File: src/rtl/icache_refill_if.sv
// rtl/icache_refill_if.sv - memory read bus between the I-cache refill engine and memory
interface icache_refill_if;
  logic        bus_req;
  logic [63:0] bus_addr;
  logic        bus_gnt;
  logic        bus_rvalid;
  logic [63:0] bus_rdata;

  modport master (
    output bus_req,
    output bus_addr,
    input  bus_gnt,
    input  bus_rvalid,
    input  bus_rdata
  );

  modport slave (
    input  bus_req,
    input  bus_addr,
    output bus_gnt,
    output bus_rvalid,
    output bus_rdata
  );
endinterface

File: src/rtl/icache_refill.sv
// rtl/icache_refill.sv - I-cache miss refill: invalidate victim, fetch block, commit valid tag
module icache_refill #(
  parameter int N = 2,
  parameter int B = 4,
  parameter int S = 64,
  parameter int s = 6,
  parameter int b = 2,
  parameter int y = 3,
  parameter int t = 53
) (
  input  logic            clk,
  input  logic            reset_n,
  input  logic            miss_req,
  input  logic [63:0]     miss_addr,
  input  logic            lru_way,
  icache_refill_if.master bus,
  output logic            fill_we,
  output logic [s-1:0]    fill_set,
  output logic            fill_way,
  output logic [b-1:0]    fill_word,
  output logic [63:0]     fill_data,
  output logic            tag_we,
  output logic [t:0]      tag_data,
  output logic            busy,
  output logic            fill_done
);

  if (N != 2 || B != (1 << b) || S != (1 << s) || t != 64 - s - b - y) begin : g_bad_cfg
    $error("icache_refill: unsupported parameter set");
  end

  localparam int          OFF        = b + y;
  localparam logic [63:0] ALIGN_MASK = ~((64'd1 << OFF) - 64'd1);
  localparam logic [b-1:0] LAST_BEAT = b'(B - 1);

  typedef enum logic [2:0] {IDLE, INV, REQ, BEAT, COMMIT, DONE} state_t;

  state_t      state;
  logic [63:0] addr_q;
  logic        way_q;
  logic [b-1:0] cnt;
  logic        bus_req_q;

  // Set and tag are read straight out of the latched block-aligned address.
  assign bus.bus_req  = bus_req_q;
  assign bus.bus_addr = addr_q;
  assign fill_set     = addr_q[OFF+s-1:OFF];
  assign fill_way     = way_q;
  assign fill_word    = cnt;
  assign fill_we      = (state == BEAT) && bus.bus_rvalid;
  assign fill_data    = fill_we ? bus.bus_rdata : 64'd0;

  always_ff @(posedge clk or negedge reset_n) begin
    if (!reset_n) begin
      state     <= IDLE;
      addr_q    <= 64'd0;
      way_q     <= 1'b0;
      cnt       <= '0;
      bus_req_q <= 1'b0;
      tag_we    <= 1'b0;
      tag_data  <= '0;
      busy      <= 1'b0;
      fill_done <= 1'b0;
    end else begin
      case (state)
        IDLE: begin
          if (miss_req) begin
            addr_q   <= miss_addr & ALIGN_MASK;
            way_q    <= lru_way;
            busy     <= 1'b1;
            tag_we   <= 1'b1;
            tag_data <= {1'b0, miss_addr[63:OFF+s]};
            state    <= INV;
          end
        end
        INV: begin
          tag_we    <= 1'b0;
          bus_req_q <= 1'b1;
          state     <= REQ;
        end
        REQ: begin
          if (bus.bus_gnt) begin
            bus_req_q <= 1'b0;
            cnt       <= '0;
            state     <= BEAT;
          end
        end
        BEAT: begin
          if (bus.bus_rvalid) begin
            cnt <= cnt + b'(1);
            if (cnt == LAST_BEAT) begin
              tag_we   <= 1'b1;
              tag_data <= {1'b1, addr_q[63:OFF+s]};
              state    <= COMMIT;
            end
          end
        end
        COMMIT: begin
          tag_we    <= 1'b0;
          fill_done <= 1'b1;
          state     <= DONE;
        end
        DONE: begin
          fill_done <= 1'b0;
          busy      <= 1'b0;
          state     <= IDLE;
        end
        default: state <= IDLE;
      endcase
    end
  end

endmodule

File: src/flat_wrapper.sv
// flat-port wrapper written by rule: the top's interface ports become plain ports
module icache_refill_flat 
#(
  parameter int N = 2,
  parameter int B = 4,
  parameter int S = 64,
  parameter int s = 6,
  parameter int b = 2,
  parameter int y = 3,
  parameter int t = 53
)
  (clk, reset_n, miss_req, miss_addr, lru_way, fill_we, fill_set, fill_way, fill_word, fill_data, tag_we, tag_data, busy, fill_done, bus_bus_req, bus_bus_addr, bus_bus_gnt, bus_bus_rvalid, bus_bus_rdata);
  icache_refill_if bus_i ();
  input  logic clk;
  input  logic reset_n;
  input  logic miss_req;
  input  logic [63:0] miss_addr;
  input  logic lru_way;
  output logic fill_we;
  output logic [s-1:0] fill_set;
  output logic fill_way;
  output logic [b-1:0] fill_word;
  output logic [63:0] fill_data;
  output logic tag_we;
  output logic [t:0] tag_data;
  output logic busy;
  output logic fill_done;
  output wire logic [$bits(bus_i.bus_req)-1:0] bus_bus_req;
  output wire logic [$bits(bus_i.bus_addr)-1:0] bus_bus_addr;
  input wire logic [$bits(bus_i.bus_gnt)-1:0] bus_bus_gnt;
  input wire logic [$bits(bus_i.bus_rvalid)-1:0] bus_bus_rvalid;
  input wire logic [$bits(bus_i.bus_rdata)-1:0] bus_bus_rdata;
  assign bus_bus_req = bus_i.bus_req;
  assign bus_bus_addr = bus_i.bus_addr;
  assign bus_i.bus_gnt = bus_bus_gnt;
  assign bus_i.bus_rvalid = bus_bus_rvalid;
  assign bus_i.bus_rdata = bus_bus_rdata;
  icache_refill #(.N(N), .B(B), .S(S), .s(s), .b(b), .y(y), .t(t)) u_core (.clk(clk), .reset_n(reset_n), .miss_req(miss_req), .miss_addr(miss_addr), .lru_way(lru_way), .bus(bus_i), .fill_we(fill_we), .fill_set(fill_set), .fill_way(fill_way), .fill_word(fill_word), .fill_data(fill_data), .tag_we(tag_we), .tag_data(tag_data), .busy(busy), .fill_done(fill_done));
endmodule
File: config.mk
export PLATFORM = sky130hd
export DESIGN_NAME = icache_refill_flat
export DESIGN_NICKNAME = d
export VERILOG_FILES = /design/src/rtl/icache_refill_if.sv /design/src/rtl/icache_refill.sv /design/src/flat_wrapper.sv
export SDC_FILE = /design/constraint.sdc
export NUM_CORES = 1
export LEC_CHECK = 0
export ABC_AREA = 0
export CAP_MARGIN = 30
export CORE_MARGIN = 3
export CORE_UTILIZATION = 35
export CTS_CLUSTER_DIAMETER = 50
export DETAILED_ROUTE_END_ITERATION = 10
export PLACE_DENSITY_LB_ADDON = 0.25
export SLEW_MARGIN = 5
export SYNTH_ARGS = -nofsm -noshare
export SYNTH_HDL_FRONTEND = slang
export SYNTH_SLANG_ARGS = --single-unit
File: constraint.sdc
create_clock -name clk -period 1.9 [get_ports clk]
set_clock_uncertainty 0.1 [all_clocks]
set_input_delay 0.38 -clock clk [delete_from_list [all_inputs] [get_ports clk]]
set_output_delay 0.38 -clock clk [all_outputs]
set_load 0.01 [all_outputs]
# After elaboration in Yosys (flattened, before gate mapping)

Cells that the tools add are included.

Logic and storage cells: 57
Bits of input ports: 134
Output and inout bits: 196
Flip-flop bits (word level): 123

Add/sub/neg operators: 1
Multiplexer cells: 21
Eq/ne operators: 10
Reduce and logical (&&, ||, !) cells: 16

Operator list:

| kind                  | count |
|---|---|
| $mux W54              | 3 |
| $pmux W54 S2          | 1 |
| $mux W64              | 1 |
| $pmux W3 S5           | 1 |
| $mux W3               | 4 |
| $reduce_and A4 Y1     | 3 |
| $reduce_bool A2 Y1    | 5 |
| $ne A2 B2 Y1 const B  | 4 |
| $eq A3 B2 Y1 const B  | 2 |
| $eq A3 B3 Y1 const B  | 2 |
| $pmux W1 S2           | 3 |
| $reduce_and A2 Y1     | 3 |
| $mux W1               | 4 |
| $mux W2               | 2 |
| $pmux W2 S2           | 1 |
| $eq A3 B1 Y1 const B  | 1 |
| $logic_not A3 Y1      | 1 |
| $pmux W1 S3           | 1 |
| $reduce_and A3 Y1     | 1 |
| $reduce_bool A3 Y1    | 1 |
| $add A2 B1 Y2 const B | 1 |
| $eq A2 B2 Y1 const B  | 1 |
| $reduce_or A2 Y1      | 1 |
| $logic_and A1 B1 Y1   | 1 |

# Logic depth before layout (Yosys ltp)

Depth in word-level cells: 4
Mapped depth: 6

# Least setup slack after synthesis

OpenSTA, ideal clock, no wires.

Path type: reg-to-reg
Start: reg u_core.state[0]
End: reg u_core.tag_data[0]
Arrival time: 1.729 ns
Slack: -0.053 ns
Path buffers: 2
Library setup time: 0.125 ns
Cell stages (with the launch flop): 6
Data required time: 1.675 ns
Cells stage by stage: dfrtp_1 > buf_6 > or3b_4 > a21oi_4 > buf_8 > mux2_2

Word-level cells in the longest chain between the ends: 3
Elaborated cells on any way between the ends: 8
Classes of those cells: eq/ne (4); mux (1); reduce/logical (3)

RTL lines:

| item                                                                       | RTL line            | text |
|---|---|---|
| from (decl)                                                                | icache_refill.sv:38 | `state_t state;` |
| from (signal assigned)                                                     | icache_refill.sv:55 | `state <= IDLE;` |
| from (signal assigned)                                                     | icache_refill.sv:73 | `state <= INV;` |
| from (signal assigned)                                                     | icache_refill.sv:79 | `state <= REQ;` |
| $eq A3 B2 Y1 / $logic_not A3 Y1 (equally long branches)                    | icache_refill.sv:65 | `case (state)` |
| $ne A2 B2 Y1 (no source line) / $reduce_bool A2 Y1 (equally long branches) | --                  |  |
| $reduce_and A4 Y1 (no source line)                                         | --                  |  |
| to (signal assigned)                                                       | icache_refill.sv:72 | `tag_data <= {1'b0, miss_addr[63:OFF+s]};` |
| to (signal assigned)                                                       | icache_refill.sv:93 | `tag_data <= {1'b1, addr_q[63:OFF+s]};` |
| to (decl)                                                                  | icache_refill.sv:23 | `output logic [t:0] tag_data,` |

Several ways; a longest one is shown, not always the timed one.
A chain may end at the register's enable or synchronous reset.

# Final worst setup path

Start: reg u_core.state[2]
End: out fill_data[54]

Word-level cells in the longest chain between the ends: 3

RTL lines:

| item                | RTL line            | text |
|---|---|---|
| $eq A3 B2 Y1        | icache_refill.sv:50 | `assign fill_we = (state == BEAT) && bus.bus_rvalid;` |
| $logic_and A1 B1 Y1 | icache_refill.sv:50 |  |
| $mux W64            | icache_refill.sv:51 | `assign fill_data = fill_we ? bus.bus_rdata : 64'd0;` |
| to (decl)           | flat_wrapper.sv:23  | `output logic [63:0] fill_data;` |

No other way between the ends.

==> summary.txt <==
Final layout
  • Final-stage net count: 902
  • Diode count: 0
  • Footprint of the multi-input gates: 2699 um2
  • Layout cell share with drive strength beyond 1: 43.21%
  • Filler Cells Inserted: 1242
  • Final instance area: 10230 um2
  • Area growth, synth to finish: 72.74%
  • Utilization after layout: 63.01%
  • Reg area: 3078 um2

Critical path
  • CP max-delay cell: dfrtp_1
  • Worst-path cell chain: nand3b_1 -> nor2_4 -> buf_8 -> clkbuf_16 -> and2_4 -> buf_6
  • Critical path class: reg2out
  • Worst Path Buf+Inv: 3
  • Critical path peak fanout: 8
  • Peak per-stage delay on the critical path: 370 ps
  • Worst Path Required: 1420 ps
  • CP startpoint kind: register
  • Cell family with most CP delay: simple AND/OR/NAND/NOR gates
  • CP arrival: 1790 ps
  • CP endpoint kind: output pin

Place
  • Placed inst area: 9379 um2
  • Post-DP HPWL: 13700 um
  • Gpl congestion: 0.7757
  • Port Buffers: 319
  • Pre-CTS setup slack: -674.6 ps

Synth
  • Post-synthesis register bit count: 123
  • Instance count of the mapped netlist: 435
  • Most area-hungry cell type in the Yosys netlist: dfrtp_1
  • Post-Syn Area: 5921 um2
  • Largest family of logic cells by synthesized area: multiplexers
  • Register area share after synthesis: 51.99%
  • Top FF cell, synth: dfrtp_1
  • Syn_area_per_cell: 13.61 um2
  • Synth Area in Compound Gates: 2.473%
  • Top-count cell post-synth: mux2_2
  • Most frequent cells after synthesis: 155 x mux2_2, 123 x dfrtp_1, 64 x and2_1, 12 x clkbuf_1, 11 x buf_4
  • Simple-gate share of the synthesized area: 8.347%
  • Post-Synth Adder-Cell Area: 0.2113%
  • Post-synth top area share: 51.99%
  • Cells taking the most area after synthesis: dfrtp_1 52%, mux2_2 29%, and2_1 6.8%
  • Multiplexer share of the synthesized area: 32.21%
  • Post-synth EDFFs: 0
  • Yosys cell types: 33
  • XOR/XNOR share of the synthesized area: 0%
  • FFs w/ async S/R, synth: 100.0%
  • Ys Warns: 0

Drt
  • Pre-antenna DRT Iters: 4
  • Wire length per cell: 19.59 um
  • Post-route DRC: 0
  • Vias per Instance: 4.734
  • Detail Route Antenna Nets: 0
  • WL final: 19510 um
  • Drt initial violations: 197
  • DR vias: 4715

STA
  • Hold slack final: 399.0 ps
  • Pins over their slew limit: 0
  • RSZ-0062 raised after global routing: true
  • Slew @ Worst Pin: 772.3 ps
  • Fin. Hold Viols: 0
  • Post-layout min period: 2269 ps
  • Max Clock Freq: 440.8 MHz
  • Max-slew headroom: 48.51%
  • Final count of negative-setup-slack endpoints: 118
  • Crit share post-route: 119.4%
  • Final setup margin: -368.6 ps

Pwr
  • Sequential share of power: 28.0%
  • Maximum VDD drop: 921.3 uV
  • Comb pwr share: 52.5%
  • Psw: 5.274 mW
  • Clock group share of total power: 19.4%
  • Sw Ratio: 31.57%
  • Power density over cell area: 1634 nW/um2
  • Leakage: 4.468 nW
  • Pint: 11.43 mW

Floorplanning
  • Core Area: 16230 um2
  • Initial Util: 36.48%
  • Width of the die: 136.1 um
  • Die Ht: 136.1 um
  • Row Count: 46
  • I/O pin total: 330
  • Die area: 18510 um2

Global routing
  • Grt total ovfl: 0
  • Initial antenna violation count: 0
  • First-pass GRT wire length: 28120 um
  • Total track usage: 19.78%
  • Vias in the first global route: 4997
  • Pin count of the biggest net entering global routing: 68

CTS
  • TritonCTS clock tree: yes
  • Clock Latency Late Sink: 410 ps
  • Sink Count: 123
  • CTS Buffer Depth: 2
  • Number of H-tree levels: 4
  • Clock slew at reported path FFs: 50 ps
  • Num CTS Buffers: 17
  • Clock Tree Root: clkbuf_16

Run
  • Maxcap violations: 0

Run status
  • Status: finished with violations
  • Violated checks: setup timing

Worst hold path
  • Hold WC Path Type: reg2reg
==> timing repair <==
| action | CTS | global route |
|---|---|---|
| cloned | 0 | 6 |
| setup buffers | 0 | 3 |
| endpoints found under the hold margin | 123 | 0 |
| setup endpoints to repair | 121 | 148 |
| resized for setup | 152 | 198 |
| hold buffers | 1 | 0 |
| pin swaps | 0 | 40 |
==> metrics by stage <==
stage               instances  total power, mW  setup TNS (ps)
floorplan                 439            8.674          -640.2
global placement          954            12.84          -78680
detailed placement        954            13.07          -86880
CTS                       987            16.38          -39590
global route              996            17.68          -42370
finish                    996            16.71          -30710
==> placed cells by master, fill, tap and decap left out, types with 2 or more instances in the layout <==
cell / count
a21oi_1: 2
clkbuf_16: 20
conb_1: 5
buf_12: 10
bufinv_16: 3
mux2_2: 155
nor2_1: 3
o2bb2ai_1: 2
nand2_1: 5
clkdlybuf4s50_1: 249
buf_4: 12
clkinv_2: 3
dfrtp_1: 123
mux2_4: 10
and2_1: 21
o211ai_1: 2
inv_1: 4
nor2b_1: 2
clkinvlp_4: 4
buf_6: 46
buf_2: 21
clkbuf_1: 3
o21ai_0: 7
and2_4: 43
dlymetal6s2s_1: 4
buf_8: 2
==> power groups by stage <==
stage / registers [mW] / clock network, mW / logic (mW)
detailed placement: 4.72 / 0 / 8.35
floorplan: 5.20 / 0 / 3.48
CTS: 4.71 / 3.33 / 8.33
global route: 4.88 / 3.46 / 9.34
finish: 4.68 / 3.25 / 8.77
global placement: 4.63 / 0 / 8.21
==> cells by family after synthesis <==
logic type      after synthesis
compound gates               20
fa+ha+maj                     1
mux                         166
simple gates                 81
flops                       123
buf+inv                      43
other cells                   1
==> routing by layer <==
metal / GRT usage [%] / vias to the layer above / wire, um
li1: - / 2164 / -
met1: 21.68 / 2334 / 7188
met2: 35.66 / 201 / 10340
met3: 7.439 / 16 / 1709
met4: 5.599 / 0 / 270
met5: 0 / - / 0
==> sequential cells by signal (all words and copies together), names as in the netlist <==
name,flops
u_core.fill_way,1
u_core.busy,1
u_core.tag_data,54
u_core.tag_we,1
u_core.state,3
u_core.fill_done,1
u_core.bus.bus_req,1
u_core.fill_word,2
u_core.bus.bus_addr,59
==> path summary, 6_finish.rpt <==
check	slack, ps	depth (start not counted)	from	to
setup / recovery	-370	6	u_core.state[2]	fill_data[54]
hold / removal	400	1	u_core.tag_data[1]	u_core.tag_data[1]
setup reg to reg	-240	4	u_core.state[1]	u_core.tag_data[37]
hold reg to reg	400	1	u_core.tag_data[1]	u_core.tag_data[1]
max in group asynchronous	940	3	reset_n	u_core.tag_data[34]
min in group asynchronous	420	3	reset_n	u_core.bus.bus_addr[20]
==> final cells by class <==
| type | instances | share of cell area [%] |
|---|---|---|
| tap | 216 | 2.643 |
| clock inverter | 11 | 1.407 |
| clock buffer | 21 | 4.404 |
| sequential | 123 | 30.10 |
| inverter | 4 | 0.1468 |
| timing repair buffer | 348 | 34.92 |
| multi-input combinational | 273 | 26.39 |
(Power assumes the default switching activity.)
